[src/rtl/fetch_pkg.sv]
// Shared types and constants for the instruction-fetch stage.
package fetch_pkg;

    typedef enum logic [1:0] {
        FS_REQ,
        FS_WAIT,
        FS_HOLD
    } fetch_state_t;

    localparam logic [31:0] PC_STEP      = 32'd4;
    localparam logic [31:0] BUBBLE_INSTR = 32'h0;

endpackage

[src/rtl/fetch_pc_reg.sv]
// Program counter with async reset, load enable and next-PC mux.
module fetch_pc_reg
    import fetch_pkg::*;
#(
    parameter logic [31:0] RESET_PC = 32'h0000_0000
) (
    input  logic        clk,
    input  logic        rst,
    input  logic        load,
    input  logic        redirect,
    input  logic [31:0] target,
    output logic [31:0] pc_q
);

    logic [31:0] pc_d;

    // Redirect targets are forced word-aligned.
    always_comb begin
        pc_d = pc_q;
        if (load) begin
            pc_d = redirect ? (target & ~32'd3) : (pc_q + PC_STEP);
        end
    end

    always_ff @(posedge clk or posedge rst) begin
        if (rst) begin
            pc_q <= RESET_PC;
        end else begin
            pc_q <= pc_d;
        end
    end

endmodule

[src/rtl/fetch_unit.sv]
// Fetch stage: owns the PC, issues one imem request at a time,
// holds the fetched word while decode stalls, applies redirects.
module fetch_unit
    import fetch_pkg::*;
#(
    parameter logic [31:0] RESET_PC = 32'h0000_0000
) (
    input  logic        clk,
    input  logic        rst,
    input  logic        stallf,
    input  logic        pcsrce,
    input  logic [31:0] pctargete,
    output logic        imem_req,
    output logic [31:0] imem_addr,
    input  logic        imem_rvalid,
    input  logic [31:0] imem_rdata,
    output logic [31:0] instrf,
    output logic [31:0] pcf,
    output logic [31:0] pc_4f,
    output logic        fvalid
);

    fetch_state_t state_q, state_d;
    logic         kill_q, kill_d;
    logic [31:0]  ibuf_q, ibuf_d;
    logic         pc_load, pc_redir;
    logic [31:0]  pc_q;

    fetch_pc_reg #(
        .RESET_PC (RESET_PC)
    ) u_pc (
        .clk      (clk),
        .rst      (rst),
        .load     (pc_load),
        .redirect (pc_redir),
        .target   (pctargete),
        .pc_q     (pc_q)
    );

    assign imem_addr = pc_q;
    assign pcf       = pc_q;
    assign pc_4f     = pc_q + PC_STEP;

    always_comb begin
        state_d  = state_q;
        kill_d   = kill_q;
        ibuf_d   = ibuf_q;
        pc_load  = 1'b0;
        pc_redir = 1'b0;
        imem_req = 1'b0;
        fvalid   = 1'b0;
        instrf   = BUBBLE_INSTR;
        unique case (state_q)
            FS_REQ: begin
                imem_req = !pcsrce && !rst;
                if (pcsrce) begin
                    pc_load  = 1'b1;
                    pc_redir = 1'b1;
                end else begin
                    state_d = FS_WAIT;
                end
            end
            FS_WAIT: begin
                if (pcsrce) begin
                    pc_load  = 1'b1;
                    pc_redir = 1'b1;
                    if (imem_rvalid) begin
                        kill_d  = 1'b0;
                        state_d = FS_REQ;
                    end else begin
                        kill_d = 1'b1;
                    end
                end else if (imem_rvalid) begin
                    if (kill_q) begin
                        kill_d  = 1'b0;
                        state_d = FS_REQ;
                    end else begin
                        fvalid = 1'b1;
                        instrf = imem_rdata;
                        if (stallf) begin
                            ibuf_d  = imem_rdata;
                            state_d = FS_HOLD;
                        end else begin
                            pc_load = 1'b1;
                            state_d = FS_REQ;
                        end
                    end
                end
            end
            FS_HOLD: begin
                fvalid = !pcsrce;
                instrf = pcsrce ? BUBBLE_INSTR : ibuf_q;
                if (pcsrce) begin
                    pc_load  = 1'b1;
                    pc_redir = 1'b1;
                    state_d  = FS_REQ;
                end else if (!stallf) begin
                    pc_load = 1'b1;
                    state_d = FS_REQ;
                end
            end
            default: begin
                state_d = FS_REQ;
            end
        endcase
    end

    always_ff @(posedge clk or posedge rst) begin
        if (rst) begin
            state_q <= FS_REQ;
            kill_q  <= 1'b0;
            ibuf_q  <= BUBBLE_INSTR;
        end else begin
            state_q <= state_d;
            kill_q  <= kill_d;
            ibuf_q  <= ibuf_d;
        end
    end

endmodule

[config.mk]
export PLATFORM = sky130hd
export DESIGN_NAME = fetch_unit
export DESIGN_NICKNAME = d
export VERILOG_FILES = /design/src/rtl/fetch_pkg.sv /design/src/rtl/fetch_pc_reg.sv /design/src/rtl/fetch_unit.sv
export SDC_FILE = /design/constraint.sdc
export NUM_CORES = 1
export LEC_CHECK = 0
export ABC_CLOCK_PERIOD_IN_PS = 3700
export CAP_MARGIN = 20
export CORE_MARGIN = 2
export CORE_UTILIZATION = 43
export CTS_BUF_LIST = sky130_fd_sc_hd__clkbuf_2 sky130_fd_sc_hd__clkbuf_4 sky130_fd_sc_hd__clkbuf_8
export DETAILED_ROUTE_END_ITERATION = 16
export GPL_ROUTABILITY_DRIVEN = 0
export PLACE_DENSITY = 0.82
export SYNTH_ARGS = -nofsm -noshare
export SYNTH_HDL_FRONTEND = slang
export SYNTH_SLANG_ARGS = --single-unit
[constraint.sdc]
create_clock -name clk -period 3.7 [get_ports clk]
set_input_delay 0.74 -clock clk [delete_from_list [all_inputs] [get_ports clk]]
set_output_delay 0.74 -clock clk [all_outputs]
set_load 0.1 [all_outputs]
==> metrics.csv, run 1 <==
stage;metric;value;unit
global_route;vias in the first global route;4178;
synthesis;post-synth top area cell;dfrtp_1;
synthesis;complex-gate fraction of the synthesized area;0.172;
finish;diodes inserted;0;
finish;Area Overhead vs Synth;61.3;%
synthesis;largest family of logic cells by synthesized area;simple AND/OR/NAND/NOR gates;
worst_setup_path;CP Max Fanout;9;
clock_network;Post-CTS Setup Inserts;0;
worst_setup_path;R2R Path End;u_pc.pc_q[4];
sta;post-layout min period;3.43;ns
sta;headroom to the max-slew limit;0.323;
global_route;initial antenna violation count;0;
clock_network;H-tree depth;3;
drt;remaining antenna violation count;0;
clock_network;Root Buffer;clkbuf_8;
floorplan;Die X-Extent;105;um
clock_network;Clock Latency Late Sink;0.34;ns
finish;Reg area;1630;um2
global_route;first-pass GRT wire length;21400;um
floorplan;# rows;36;
sta;Max Fclk;0.291;GHz
clock_network;CTS tree;built;
job;Max Cap Viol;0;
drt;drt first pass iters;4;
drt;Vias/cell;5.59;
synthesis;part of the Yosys area used for sequential elements;0.373;
sta;period utilization;0.928;
sta;actual slew at the worst max-slew pin;1.01;ns
synthesis;Cell Area, Synth;4360;um2
worst_setup_path;CP required;2.96;ns
drt;drt drc;0;
synthesis;Syn Area/Cell;9.16;um2
drt;Post-Route WL;13400;um
finish;fin nets;697;
status;status;completed;
sta;Final Hold Fails;0;
synthesis;Post-synth EDFFs;0;
floorplan;core area;9820;um2
synthesis;Synth Flop Type;dfrtp_1;
sta;clk_skew;0.00595;ns
worst_setup_path;Crit. End Element;output port;
global_route;largest net degree at the start of global routing;66;
finish;post-route cell area;7030;um2
global_route;gr ovfl total;0;
synthesis;total of warnings raised by yosys;0;
synthesis;post-synth top area share;0.373;
placed_design;DP Area;6880;um2
hold_path;WHS Endpoint;ibuf_q[19];
hold_path;hold crit path type;reg -> reg;
hold_path;hold path cells;1;
synthesis;cell count after synthesis;476;
sta;Setup TNS;0;ns
clock_network;post-cts sizing count;0;
worst_setup_path;Worst EP arrival;2.69;ns
worst_setup_path;Reg2Reg Depth;7;
placed_design;HPWL Detailed;9660;um
worst_setup_path;worst reg2reg path startpoint;state_q[0];
placed_design;IO Port Bufs;190;
sta;Max Slew Vio Count;0;
synthesis;asr flop ratio synth;1.00;
finish;Finished Layout Cells;757;
synthesis;Yosys reg bits;65;
finish;fillers;717;
hold_path;Worst Min Path Start;ibuf_q[19];
floorplan;I/O Pins;199;
floorplan;starting density of the core;0.444;
floorplan;chip height;105;um
clock_network;CTS clk-pin slew, worst paths;0.07;ns
sta;RSZ-0062 raised after global routing;no;
floorplan;Die Area;11000;um2
clock_network;Hold Buf Count CTS;0;
placed_design;placed instance count;744;
clock_network;CTS sink count;65;
worst_setup_path;flop2flop setup slack;1.27;ns
drt;routed length per instance;17.7;um
clock_network;largest buffer count on any clock path;2;
synthesis;adder-cell share of the synthesized area;0.0172;
clock_network;CTS Buf Count;9;
synthesis;xor/xnor cell area share of the yosys netlist;0.0562;
synthesis;Synth Area in Simple Gates;0.189;
synthesis;multiplexer area fraction after synthesis;0.0875;
worst_setup_path;Worst setup SP type;register;
finish;fraction of layout cells with a size suffix above 1;0.322;
sta;Final Setup Violations;0;
drt;initial DRC count;184;
finish;post-layout util;0.716;
drt;via count;4232;
synthesis;Netlist cell types;47;
finish;Multi-input gate area;2670;um2
worst_setup_path;WS Path Type;reg -> out;
synthesis;Area contributors post-synth;dfrtp_1, mux2_2, buf_4;
global_route;All-Layer GR Usage;0.243;
-- registers in the layout (all words and copies together) (netlist names) --
signal     cells
kill_q         1
state_q        2
u_pc.pc_q     30
ibuf_q        32
-- critical path: stages, from the launching register on --
cell and delay (ns):
dfrtp_1 0.52, and4_1 0.44, nand2_1 0.34, nor3_1 0.66
xor2_4 0.20, buf_12 0.19
-- synthesized netlist by cell type, types with 11 or more instances --
cell type and number:
a22oi_1 34, clkbuf_1 25, o22ai_1 13, nand2_1 34, mux2_2 33, and3_1 11
buf_4 38, nand3_1 13, dfrtp_1 65, nor2_1 18, xnor2_1 20, a21oi_1 24
nor3_1 12, o21ai_0 15, nor2b_1 36
-- through the flow --
stage	hold slack, ns	setup slack, ns
after floorplan	0.480	-0.335
after global placement	0.487	0.498
after detailed placement	0.495	0.454
after CTS	0.510	0.275
after global routing	0.528	0.0923
final	0.506	0.265
-- area by class of cell --
class                   count  share of cell area
multi-input cells         335               0.380
repair buffers            201               0.337
flip-flops and latches     65               0.231
well taps                 133              0.0237
clock buffers              12              0.0217
inverters                  10             0.00587
clock inverters             1            0.000711
-- per-layer routing --
layer | track usage | vias up | routed length [um]
met5 | 0 | - | 0
met2 | 0.410 | 206 | 6620
li1 | - | 1959 | -
met4 | 0.109 | 0 | 371
met3 | 0.0767 | 23 | 1230
met1 | 0.284 | 2044 | 5170
-- how the worst max path moves through the flow --
| stage | end | start |
|---|---|---|
| after global placement | instrf[1] | pcsrce |
| after global routing | pc_4f[30] | u_pc.pc_q[6] |
| after floorplan | pc_4f[24] | u_pc.pc_q[3] |
| after CTS | pc_4f[30] | u_pc.pc_q[6] |
| after detailed placement | instrf[9] | pcsrce |
| final | pc_4f[30] | u_pc.pc_q[6] |
-- cell usage in the layout, fill, tap and decap left out, types with 2 or more instances in the layout --
master / instances
a22oi_1: 34
a21oi_1: 24
xor2_2: 2
ha_1: 6
nor4_2: 2
xnor2_2: 15
and4_1: 6
inv_1: 9
buf_4: 44
o31ai_1: 2
nor2b_2: 30
a31oi_1: 4
nor3_1: 12
conb_1: 6
o21ai_0: 15
nand2b_1: 3
mux2_2: 33
a311oi_1: 3
dfrtp_1: 65
and2_1: 3
and3_1: 11
buf_12: 47
o21ai_1: 2
nand4_1: 6
clkbuf_4: 2
clkbuf_8: 10
nand3_1: 13
o21a_1: 2
nand2_1: 34
xnor2_4: 4
o2bb2a_1: 2
xor2_4: 5
clkdlybuf4s50_1: 110
nor2_1: 18
a211oi_1: 3
nor2b_1: 6
o22ai_1: 13
-- kinds of logic after synthesis --
family,count (synthesis)
adders and majority gates,6
buffers and inverters,81
DFF,65
AOI/OAI and AO/OA,113
and+or+nand+nor,148
muxes,34
xor gates and xnor gates,28
other,1
Power of run 1 is not shown: default switching activity piles up to over one toggle a cycle in this logic, so the estimate is an artifact.
==> run 2: changes to the inputs <==
--- a/config.mk
+++ b/config.mk
@@ -6,7 +6,6 @@
 export NUM_CORES = 1
 export LEC_CHECK = 0
 export ABC_CLOCK_PERIOD_IN_PS = 3700
-export CAP_MARGIN = 20
 export CORE_MARGIN = 2
 export CORE_UTILIZATION = 43
 export CTS_BUF_LIST = sky130_fd_sc_hd__clkbuf_2 sky130_fd_sc_hd__clkbuf_4 sky130_fd_sc_hd__clkbuf_8
==> results of run 2 <==
Same layout as run 1: the final DEF is identical, and so are final timing and power.
Power of run 2 is left out for the same reason.
==> run 3: changes to the inputs <==
--- a/config.mk
+++ b/config.mk
@@ -9,6 +9,7 @@
 export CORE_MARGIN = 2
 export CORE_UTILIZATION = 43
 export CTS_BUF_LIST = sky130_fd_sc_hd__clkbuf_2 sky130_fd_sc_hd__clkbuf_4 sky130_fd_sc_hd__clkbuf_8
+export CTS_CLUSTER_DIAMETER = 60
 export DETAILED_ROUTE_END_ITERATION = 16
 export GPL_ROUTABILITY_DRIVEN = 0
 export PLACE_DENSITY = 0.82
==> results of run 3 <==
Same layout as run 1: the final DEF is identical, and so are final timing and power.
Power of run 3 is left out for the same reason.
